--- src/rtl/multi_cycle_controller_if.sv ---
// Control bundle between the multi-cycle controller and its datapath:
// instruction fields and ALU flag in, mux selects, ALU op and write enables out.
interface multi_cycle_controller_if;
  logic [6:0] opcode;
  logic [2:0] f3;
  logic [6:0] f7;
  logic       zero;

  logic       adr_src;
  logic       mem_write;
  logic       ir_write;
  logic       reg_write;
  logic       pc_write;
  logic       old_pc_write;
  logic [2:0] imm_src;
  logic [1:0] alu_src_a;
  logic [1:0] alu_src_b;
  logic [2:0] alu_function;
  logic [1:0] result_src;
  logic       halted;

  // Datapath side: supplies IR fields and flags, consumes controls.
  modport master (
    output opcode, f3, f7, zero,
    input  adr_src, mem_write, ir_write, reg_write, pc_write, old_pc_write,
    input  imm_src, alu_src_a, alu_src_b, alu_function, result_src, halted
  );

  // Controller side.
  modport slave (
    input  opcode, f3, f7, zero,
    output adr_src, mem_write, ir_write, reg_write, pc_write, old_pc_write,
    output imm_src, alu_src_a, alu_src_b, alu_function, result_src, halted
  );
endinterface

--- src/rtl/multi_cycle_controller.sv ---
// Multi-cycle RV32-subset control FSM; outputs decode combinationally from state and IR fields.
// Optional ILLEGAL_TRAP_EN: illegal opcodes park the FSM in ILLEGAL with halted=1 until reset.
module multi_cycle_controller #(
  parameter int unsigned STATE_W = 4
) (
  input  logic                    clk,
  input  logic                    reset,
  multi_cycle_controller_if.slave ctl_if
);

  localparam logic [6:0] OP_LOAD  = 7'b0000011;
  localparam logic [6:0] OP_STORE = 7'b0100011;
  localparam logic [6:0] OP_R     = 7'b0110011;
  localparam logic [6:0] OP_I     = 7'b0010011;
  localparam logic [6:0] OP_BR    = 7'b1100011;
  localparam logic [6:0] OP_JAL   = 7'b1101111;
  localparam logic [6:0] OP_JALR  = 7'b1100111;
  localparam logic [6:0] OP_LUI   = 7'b0110111;

  localparam logic [2:0] ALU_ADD = 3'd0;
  localparam logic [2:0] ALU_SUB = 3'd1;
  localparam logic [2:0] ALU_AND = 3'd2;
  localparam logic [2:0] ALU_OR  = 3'd3;
  localparam logic [2:0] ALU_SLT = 3'd4;
  localparam logic [2:0] ALU_XOR = 3'd5;

  localparam logic [2:0] IMM_I = 3'd0;
  localparam logic [2:0] IMM_S = 3'd1;
  localparam logic [2:0] IMM_B = 3'd2;
  localparam logic [2:0] IMM_J = 3'd3;
  localparam logic [2:0] IMM_U = 3'd4;

  localparam logic [1:0] SRC_A_PC  = 2'd0;
  localparam logic [1:0] SRC_A_OLD = 2'd1;
  localparam logic [1:0] SRC_A_REG = 2'd2;
  localparam logic [1:0] SRC_B_REG = 2'd0;
  localparam logic [1:0] SRC_B_IMM = 2'd1;
  localparam logic [1:0] SRC_B_4   = 2'd2;

  localparam logic [1:0] RES_ALU_OUT = 2'd0;
  localparam logic [1:0] RES_MDR     = 2'd1;
  localparam logic [1:0] RES_ALU     = 2'd2;
  localparam logic [1:0] RES_IMM     = 2'd3;

  typedef enum logic [STATE_W-1:0] {
    FETCH,
    DECODE,
    MEM_ADR,
    MEM_READ,
    MEM_WB,
    MEM_WRITE,
    EXEC_R,
    EXEC_I,
    ALU_WB,
    BRANCH,
    JALR_ADR,
    JUMP,
    LUI,
    ILLEGAL
  } state_t;

  state_t     r_state;
  state_t     w_next_state;

  logic       w_adr_src;
  logic       w_mem_write;
  logic       w_ir_write;
  logic       w_reg_write;
  logic       w_pc_write;
  logic       w_old_pc_write;
  logic [2:0] w_imm_src;
  logic [1:0] w_alu_src_a;
  logic [1:0] w_alu_src_b;
  logic [2:0] w_alu_function;
  logic [1:0] w_result_src;
  logic       w_unused_f7;

  // Shared R/I-type funct3 decode; sub_en selects SUB for funct3=000.
  function automatic logic [2:0] alu_decode(input logic [2:0] f3_i, input logic sub_en);
    logic [2:0] fn;
    case (f3_i)
      3'b000:  fn = sub_en ? ALU_SUB : ALU_ADD;
      3'b111:  fn = ALU_AND;
      3'b110:  fn = ALU_OR;
      3'b100:  fn = ALU_XOR;
      3'b010:  fn = ALU_SLT;
      default: fn = ALU_ADD;
    endcase
    return fn;
  endfunction

  always_ff @(posedge clk) begin
    if (reset) begin
      r_state <= FETCH;
    end else begin
      r_state <= w_next_state;
    end
  end

  always_comb begin
    w_next_state   = r_state;
    w_adr_src      = 1'b0;
    w_mem_write    = 1'b0;
    w_ir_write     = 1'b0;
    w_reg_write    = 1'b0;
    w_pc_write     = 1'b0;
    w_old_pc_write = 1'b0;
    w_imm_src      = IMM_I;
    w_alu_src_a    = SRC_A_PC;
    w_alu_src_b    = SRC_B_REG;
    w_alu_function = ALU_ADD;
    w_result_src   = RES_ALU_OUT;

    case (r_state)
      FETCH: begin
        w_ir_write     = 1'b1;
        w_old_pc_write = 1'b1;
        w_alu_src_a    = SRC_A_PC;
        w_alu_src_b    = SRC_B_4;
        w_result_src   = RES_ALU;
        w_pc_write     = 1'b1;
        w_next_state   = DECODE;
      end

      // Speculatively form the jump/branch target into alu_out.
      DECODE: begin
        w_alu_src_a = SRC_A_OLD;
        w_alu_src_b = SRC_B_IMM;
        w_imm_src   = (ctl_if.opcode == OP_JAL) ? IMM_J : IMM_B;
        case (ctl_if.opcode)
          OP_LOAD, OP_STORE: w_next_state = MEM_ADR;
          OP_R:              w_next_state = EXEC_R;
          OP_I:              w_next_state = EXEC_I;
          OP_BR:             w_next_state = BRANCH;
          OP_JAL:            w_next_state = JUMP;
          OP_JALR:           w_next_state = JALR_ADR;
          OP_LUI:            w_next_state = LUI;
          default:           w_next_state = ILLEGAL;
        endcase
      end

      MEM_ADR: begin
        w_alu_src_a = SRC_A_REG;
        w_alu_src_b = SRC_B_IMM;
        if (ctl_if.opcode == OP_STORE) begin
          w_imm_src    = IMM_S;
          w_next_state = MEM_WRITE;
        end else begin
          w_imm_src    = IMM_I;
          w_next_state = MEM_READ;
        end
      end

      MEM_READ: begin
        w_adr_src    = 1'b1;
        w_result_src = RES_ALU_OUT;
        w_next_state = MEM_WB;
      end

      MEM_WB: begin
        w_result_src = RES_MDR;
        w_reg_write  = 1'b1;
        w_next_state = FETCH;
      end

      MEM_WRITE: begin
        w_adr_src    = 1'b1;
        w_result_src = RES_ALU_OUT;
        w_mem_write  = 1'b1;
        w_next_state = FETCH;
      end

      EXEC_R: begin
        w_alu_src_a    = SRC_A_REG;
        w_alu_src_b    = SRC_B_REG;
        w_alu_function = alu_decode(ctl_if.f3, ctl_if.f7[5]);
        w_next_state   = ALU_WB;
      end

      EXEC_I: begin
        w_alu_src_a    = SRC_A_REG;
        w_alu_src_b    = SRC_B_IMM;
        w_imm_src      = IMM_I;
        w_alu_function = alu_decode(ctl_if.f3, 1'b0);
        w_next_state   = ALU_WB;
      end

      ALU_WB: begin
        w_result_src = RES_ALU_OUT;
        w_reg_write  = 1'b1;
        w_next_state = FETCH;
      end

      // Target sits in alu_out from DECODE; ALU compares rs1/rs2 this cycle.
      BRANCH: begin
        w_alu_src_a  = SRC_A_REG;
        w_alu_src_b  = SRC_B_REG;
        w_result_src = RES_ALU_OUT;
        case (ctl_if.f3)
          3'b000: begin
            w_alu_function = ALU_SUB;
            w_pc_write     = ctl_if.zero;
          end
          3'b001: begin
            w_alu_function = ALU_SUB;
            w_pc_write     = ~ctl_if.zero;
          end
          3'b100: begin
            w_alu_function = ALU_SLT;
            w_pc_write     = ~ctl_if.zero;
          end
          3'b101: begin
            w_alu_function = ALU_SLT;
            w_pc_write     = ctl_if.zero;
          end
          default: w_pc_write = 1'b0;
        endcase
        w_next_state = FETCH;
      end

      JALR_ADR: begin
        w_alu_src_a  = SRC_A_REG;
        w_alu_src_b  = SRC_B_IMM;
        w_imm_src    = IMM_I;
        w_next_state = JUMP;
      end

      // PC takes the target from alu_out while the ALU forms old_pc+4 for rd.
      JUMP: begin
        w_result_src = RES_ALU_OUT;
        w_pc_write   = 1'b1;
        w_alu_src_a  = SRC_A_OLD;
        w_alu_src_b  = SRC_B_4;
        w_next_state = ALU_WB;
      end

      LUI: begin
        w_imm_src    = IMM_U;
        w_result_src = RES_IMM;
        w_reg_write  = 1'b1;
        w_next_state = FETCH;
      end

      ILLEGAL: begin
`ifdef ILLEGAL_TRAP_EN
        w_next_state = ILLEGAL;
`else
        w_next_state = FETCH;
`endif
      end

      default: w_next_state = FETCH;
    endcase
  end

  // Write enables are suppressed while reset is held so no instruction can commit.
  assign ctl_if.adr_src      = w_adr_src;
  assign ctl_if.mem_write    = w_mem_write    & ~reset;
  assign ctl_if.ir_write     = w_ir_write     & ~reset;
  assign ctl_if.reg_write    = w_reg_write    & ~reset;
  assign ctl_if.pc_write     = w_pc_write     & ~reset;
  assign ctl_if.old_pc_write = w_old_pc_write & ~reset;
  assign ctl_if.imm_src      = w_imm_src;
  assign ctl_if.alu_src_a    = w_alu_src_a;
  assign ctl_if.alu_src_b    = w_alu_src_b;
  assign ctl_if.alu_function = w_alu_function;
  assign ctl_if.result_src   = w_result_src;

`ifdef ILLEGAL_TRAP_EN
  assign ctl_if.halted = (r_state == ILLEGAL) & ~reset;
`else
  assign ctl_if.halted = 1'b0;
`endif

  assign w_unused_f7 = &{1'b0, ctl_if.f7[6], ctl_if.f7[4:0]};

endmodule

--- src/flat_wrapper.sv ---
// flat-port wrapper written by rule: the top's interface ports become plain ports
module multi_cycle_controller_flat 
#(
  parameter int unsigned STATE_W = 4
)
  (clk, reset, ctl_if_opcode, ctl_if_f3, ctl_if_f7, ctl_if_zero, ctl_if_adr_src, ctl_if_mem_write, ctl_if_ir_write, ctl_if_reg_write, ctl_if_pc_write, ctl_if_old_pc_write, ctl_if_imm_src, ctl_if_alu_src_a, ctl_if_alu_src_b, ctl_if_alu_function, ctl_if_result_src, ctl_if_halted);
  multi_cycle_controller_if ctl_if_i ();
  input  logic clk;
  input  logic reset;
  input wire logic [$bits(ctl_if_i.opcode)-1:0] ctl_if_opcode;
  input wire logic [$bits(ctl_if_i.f3)-1:0] ctl_if_f3;
  input wire logic [$bits(ctl_if_i.f7)-1:0] ctl_if_f7;
  input wire logic [$bits(ctl_if_i.zero)-1:0] ctl_if_zero;
  output wire logic [$bits(ctl_if_i.adr_src)-1:0] ctl_if_adr_src;
  output wire logic [$bits(ctl_if_i.mem_write)-1:0] ctl_if_mem_write;
  output wire logic [$bits(ctl_if_i.ir_write)-1:0] ctl_if_ir_write;
  output wire logic [$bits(ctl_if_i.reg_write)-1:0] ctl_if_reg_write;
  output wire logic [$bits(ctl_if_i.pc_write)-1:0] ctl_if_pc_write;
  output wire logic [$bits(ctl_if_i.old_pc_write)-1:0] ctl_if_old_pc_write;
  output wire logic [$bits(ctl_if_i.imm_src)-1:0] ctl_if_imm_src;
  output wire logic [$bits(ctl_if_i.alu_src_a)-1:0] ctl_if_alu_src_a;
  output wire logic [$bits(ctl_if_i.alu_src_b)-1:0] ctl_if_alu_src_b;
  output wire logic [$bits(ctl_if_i.alu_function)-1:0] ctl_if_alu_function;
  output wire logic [$bits(ctl_if_i.result_src)-1:0] ctl_if_result_src;
  output wire logic [$bits(ctl_if_i.halted)-1:0] ctl_if_halted;
  assign ctl_if_i.opcode = ctl_if_opcode;
  assign ctl_if_i.f3 = ctl_if_f3;
  assign ctl_if_i.f7 = ctl_if_f7;
  assign ctl_if_i.zero = ctl_if_zero;
  assign ctl_if_adr_src = ctl_if_i.adr_src;
  assign ctl_if_mem_write = ctl_if_i.mem_write;
  assign ctl_if_ir_write = ctl_if_i.ir_write;
  assign ctl_if_reg_write = ctl_if_i.reg_write;
  assign ctl_if_pc_write = ctl_if_i.pc_write;
  assign ctl_if_old_pc_write = ctl_if_i.old_pc_write;
  assign ctl_if_imm_src = ctl_if_i.imm_src;
  assign ctl_if_alu_src_a = ctl_if_i.alu_src_a;
  assign ctl_if_alu_src_b = ctl_if_i.alu_src_b;
  assign ctl_if_alu_function = ctl_if_i.alu_function;
  assign ctl_if_result_src = ctl_if_i.result_src;
  assign ctl_if_halted = ctl_if_i.halted;
  multi_cycle_controller #(.STATE_W(STATE_W)) u_core (.clk(clk), .reset(reset), .ctl_if(ctl_if_i));
endmodule
--- config.mk ---
export PLATFORM = sky130hd
export DESIGN_NAME = multi_cycle_controller_flat
export DESIGN_NICKNAME = d
export VERILOG_FILES = /design/src/rtl/multi_cycle_controller_if.sv /design/src/rtl/multi_cycle_controller.sv /design/src/flat_wrapper.sv
export SDC_FILE = /design/constraint.sdc
export NUM_CORES = 1
export LEC_CHECK = 0
export CAP_MARGIN = 20
export CORE_UTILIZATION = 36
export CTS_BUF_LIST = sky130_fd_sc_hd__clkbuf_16
export CTS_CLUSTER_SIZE = 30
export DETAILED_ROUTE_END_ITERATION = 16
export PLACE_DENSITY = 0.86
export REMOVE_ABC_BUFFERS = 1
export SLEW_MARGIN = 10
export SYNTH_ARGS = -nofsm -noshare
export SYNTH_HDL_FRONTEND = slang
export SYNTH_SLANG_ARGS = --single-unit
--- constraint.sdc ---
create_clock -name clk -period 1.8 [get_ports clk]
set_clock_uncertainty 0.1 [all_clocks]
set_input_delay 0.45 -clock clk [delete_from_list [all_inputs] [get_ports clk]]
set_output_delay 0.45 -clock clk [all_outputs]
set_load 0.01 [all_outputs]
* After elaboration in Yosys (flattened, before gate mapping)
Cells that the tools add are included.
Word-level totals: register bits after elaboration 4, latch bits 0, memory bits (writable) 0, bits in read-only memories 0, bits of input ports 20, logic and storage cells 67, memories kept 0
Operators by class: $add $sub $neg 0, multiply operators 0, divide/modulo/power cells 0, magnitude comparators 0, equality and inequality tests 26, shift-type cells 0, mux-type cells 20, bitwise gates (word level) 6, reductions and logical operators 14
Operators with widths (count):
- 4-bit one-hot mux with 7 select lines | 1
- 4-bit one-hot mux with 6 select lines | 1
- 7-bit by 6-bit equality test with 1-bit output, second input constant | 3
- 7-bit equality test, second input constant | 3
- 4-bit equality test, second input constant | 5
- 3-bit one-hot mux with 3 select lines | 2
- 4-bit by 3-bit equality test with 1-bit output, second input constant | 4
- 2-bit OR reduction | 8
- 3-bit one-hot mux with 5 select lines | 1
- 3-bit equality test, second input constant | 4
- 3-bit one-hot mux with 4 select lines | 1
- 4-bit by 2-bit equality test with 1-bit output, second input constant | 2
- 2-bit one-hot mux with 2 select lines | 2
- 7-bit by 2-bit equality test with 1-bit output, second input constant | 1
- 7-bit by 5-bit equality test with 1-bit output, second input constant | 1
- 1-bit 2-to-1 mux | 7
- 2-bit one-hot mux with 3 select lines | 1
- 3-bit one-hot mux with 2 select lines | 1
- 3-bit OR reduction | 2
- 5-bit OR reduction | 1
- 1-bit bitwise AND | 4
- 4-bit by 1-bit equality test with 1-bit output, second input constant | 1
- 4-bit logical NOT | 1
- 1-bit one-hot mux with 2 select lines | 2
- 6 further kinds | 7

* Depth between registers and ports, before layout
depth after elaboration 5, mapped depth 4, depth with buffers taken out 3

* Worst setup path before layout
Ideal clock, no wire load.
path kind register to output, start reg u_core.r_state[0], end out ctl_if_imm_src[0], arrival 1.199 ns, path slack 0.051 ns, stages on the path, launching flop included 4, buffers on the path 0, path through dfxtp_1 -> nor4b_2 -> and3_1 -> a32o_1
On the way: cells in the longest elaborated chain, start to end 2
Ends and longest elaborated chain:
- start: declaration | line multi_cycle_controller.sv:62 | state_t r_state;
- start signal: assignment | line multi_cycle_controller.sv:96 | r_state <= w_next_state;
- 4-bit equality test, or another cell as far along | line multi_cycle_controller.sv:114 | case (r_state)
- 3-bit one-hot mux with 3 select lines (*) | line multi_cycle_controller.sv:114
- end: declaration | line flat_wrapper.sv:20 | output wire logic [$bits(ctl_if_i.imm_src)-1:0] ctl_if_imm_src;
Every way passes the cells marked *; elsewhere a longest branch is shown, timed or not.

* Final worst setup path
start reg u_core.r_state[3], end out ctl_if_imm_src[0]
Same word-level chain as after synthesis.

==> results by group <==
Finish
  • Largest regs: u_core.r_state (4)
  • Commonest non-fill, non-tap cell in the layout: buf_4
  • Most frequent cells in the layout: 36 x buf_4, 16 x buf_2, 7 x dlygate4sd2_1, 7 x buf_6, 5 x a21oi_1
  • Register area: 92.59 um2
  • Fillers: 88
  • Inserted Diodes: 0
  • Max reg flops: 4
  • Multi-input logic area: 593.1 um2
  • Post-layout nets: 177
  • Fin area: 0.001343 mm2
  • Area Overhead vs Synth: 115.0%
  • Register name with the most flops: u_core.r_state
  • Share of layout cells above drive strength 1: 56.77%

Power and ir drop
  • Peak supply drop: 557.5 uV
  • Leakage dissipation: 0.6376 nW
  • PD cells: 779.8 mW/mm2

Routing
  • Detailed Routing Iterations Pass 1: 10
  • Routed WL per cell: 19.58 um
  • Number of remaining DRC errors: 6
  • Via count: 1073
  • Starting DRT DRC Count: 40
  • Vias per cell: 6.275
  • Routed Antenna Nets: 0
  • Final wirelength: 3348 um

Floorplanning
  • Initial Util: 40.05%
  • Die Wd: 43.65 um
  • Die height: 43.65 um
  • Die ar.: 0.001905 mm2
  • Core Region: 0.001559 mm2
  • Rows: 14
  • IO Pins: 39

Outcome
  • Violations in the final reports: design-rule violations, negative setup slack
  • Status: finished with violations

Clock network
  • CTS tree: done
  • TritonCTS Sinks: 4
  • Maximum clock path buffer count: 2
  • H-tree depth: 1
  • Root buffer cell: clkbuf_16
  • Worst-Skew Late Latency: 230 ps
  • Clk slew on worst S/H paths: 30 ps
  • CTS Buf Count: 3

STA
  • Tcrit/Tclk final: 115.3%
  • Final setup TNS: -1430 ps
  • Min cycle time layout: 2076 ps
  • PnR worst setup slack: -276.1 ps
  • Slew Viols, Final: 0
  • Final hold violation count: 0
  • RSZ-0062 raised after global routing: yes
  • Fmax: 481.7 MHz
  • Final setup violating endpoints: 12

Worst setup path
  • Slowest cell delay on critical path: 370 ps
  • R2R Setup Slk: 140 ps
  • Reg2Reg Capture Point: u_core.r_state[1]
  • Critical Path End Type: output pin
  • Startpoint types: flop
  • Cell chain of the critical path: buf_6 > nor4b_4 > and3_1 > a32o_1 > buf_2
  • CP max stage cell: dfxtp_4
  • Worst Setup SP: u_core.r_state[3]
  • Setup crit end: ctl_if_imm_src[0]
  • CP top delay family: simple AND/OR/NAND/NOR gates
  • FF-to-FF Start: u_core.r_state[2]
  • WP buf/inv: 2
  • Crit path max fanout: 7
  • Arrival time worst endpoint: 1530 ps
  • Worst Reg-to-Reg Cells: 8
  • Critical Path RT: 1250 ps
  • CP Class: flop to output pin
  • Critical path depth: 5

Placement
  • Routability cong.: 0.8034
  • Placed cell areas: 0.001175 mm2
  • I/O Buffers: 31
  • Post-DP HPWL: 1772 um

Synth
  • Distinct cells, synth: 45
  • Synth async-reset ratio: 0%
  • Mapped Area: 624.3 um2
  • Synth top area cells: dfxtp_1 13%, a21oi_1 4.8%, nor2_1 4.2%
  • Post-synth EDFFs: 0
  • Ys flop type: dfxtp_1
  • Sequential area share after synthesis: 12.83%
  • Top cell type's share of synthesized area: 12.83%
  • Area leader, netlist: dfxtp_1
  • Syn avg cell area: 7.345 um2
  • Yosys warning total: 0
  • #FFs+latches synth: 4
  • Synth Instances: 85

Global route
  • GRT Overall Usage: 32.01%
  • Largest net degree at the start of global routing: 9
  • Global route overflow: 0
  • Vias in the first global route: 1027
  • Initial antenna violation count: 0
  • Global-route wire length before repair: 4547 um

Hold path
  • Hold crit path type: input pin to flop

Job
  • MaxCap Viol Count: 0
[worst min path at each step]
| stage | from | endpoint | slack [ps] | cells after the start |
|---|---|---|---|---|
| finish | ctl_if_opcode[5] | u_core.r_state[0] | 590 | 4 |
| global route | ctl_if_opcode[5] | u_core.r_state[0] | 620 | 4 |
| CTS | ctl_if_opcode[5] | u_core.r_state[0] | 580 | 4 |
| detailed placement | u_core.r_state[0] | u_core.r_state[3] | 640 | 3 |
| global placement | u_core.r_state[0] | u_core.r_state[3] | 640 | 3 |
| floorplan | reset | u_core.r_state[0] | 500 | 3 |
[through the flow]
| stage | std cells | power [mW] | setup slack (ps) | hold WS (ps) | util [%] |
|---|---|---|---|---|---|
| global placement | 160 | 0.5840 | -855.6 | 636.3 | 75.36 |
| detailed placement | 160 | 0.5996 | -908.2 | 643.0 | 75.36 |
| floorplan | 79 | 0.3004 | -127.4 | 504.3 | - |
| CTS | 168 | 0.9468 | -214.5 | 582.4 | 80.58 |
| global route | 171 | 1.076 | -309.2 | 616.7 | 86.12 |
| finish | 171 | 1.047 | -276.1 | 591.8 | 86.12 |
[power breakdown]
group / internal, mW / switching (mW) / leakage [nW]
combinational: 0.294 / 0.272 / 0.565
sequential: 0.104 / 0.0275 / 0.0353
clock: 0.284 / 0.0653 / 0.0370
[cells in the mapped netlist (all sizes together), types with 2 or more instances]
| cell type | number |
|---|---|
| nor4 | 3 |
| nand2 | 4 |
| and3 | 2 |
| xnor2 | 2 |
| xor2 | 3 |
| nor2b | 2 |
| o21ai | 2 |
| a21oi | 7 |
| nor2 | 7 |
| or3 | 3 |
| dfxtp | 4 |
| buf | 6 |
| nor3 | 5 |
| nand3 | 3 |
| and4b | 2 |
| nor4b | 2 |
| o21bai | 2 |
| inv | 3 |
| nand2b | 4 |
[logic make-up (layout without fill, tap and decap cells)]
family,Yosys count,count (layout),share of synthesized area (%)
buf+inv,9,79,7.414
other cells,1,1,0.6006
compound gates,23,23,27.46
simple gates,43,43,44.69
xor+xnor,5,5,7.015
flops,4,4,12.83
[per-layer routing]
layer | global-route usage, % | part of all wire (%) | vias up | wire length [um]
met1 | 33.67 | 37 | 506 | 1238
li1 | - | - | 461 | -
met2 | 62.39 | 50 | 86 | 1686
met5 | 0 | 0 | - | 0
met3 | 4.167 | 7.7 | 20 | 258
met4 | 13.13 | 4.9 | 0 | 164
[final cells by class]
cell class	instances	share of cell area, %
repair buffers	73	41.01
multi-input cells	72	44.18
well taps	16	1.491
clock buffers	3	5.592
inverters	3	0.8388
flip-flops and latches	4	6.897
[worst register-to-register path, stage by stage (launching register included)]
cell     delay [ps]
dfxtp_4         350
buf_6           130
buf_6           130
nor3b_4         200
buf_6           130
buf_4            90
buf_4           110
a21bo_1         210
a21oi_2         120
[timing repair]
| action | in CTS | in global routing |
|---|---|---|
| setup endpoints to repair | 18 | 17 |
| hold buffers | 0 | 0 |
| buffers inserted | 5 | 4 |
| resized for setup | 104 | 18 |
| hold endpoints to repair | 0 | 0 |
| pin swaps | 14 | 7 |
Power figures use the tool's default switching activity.
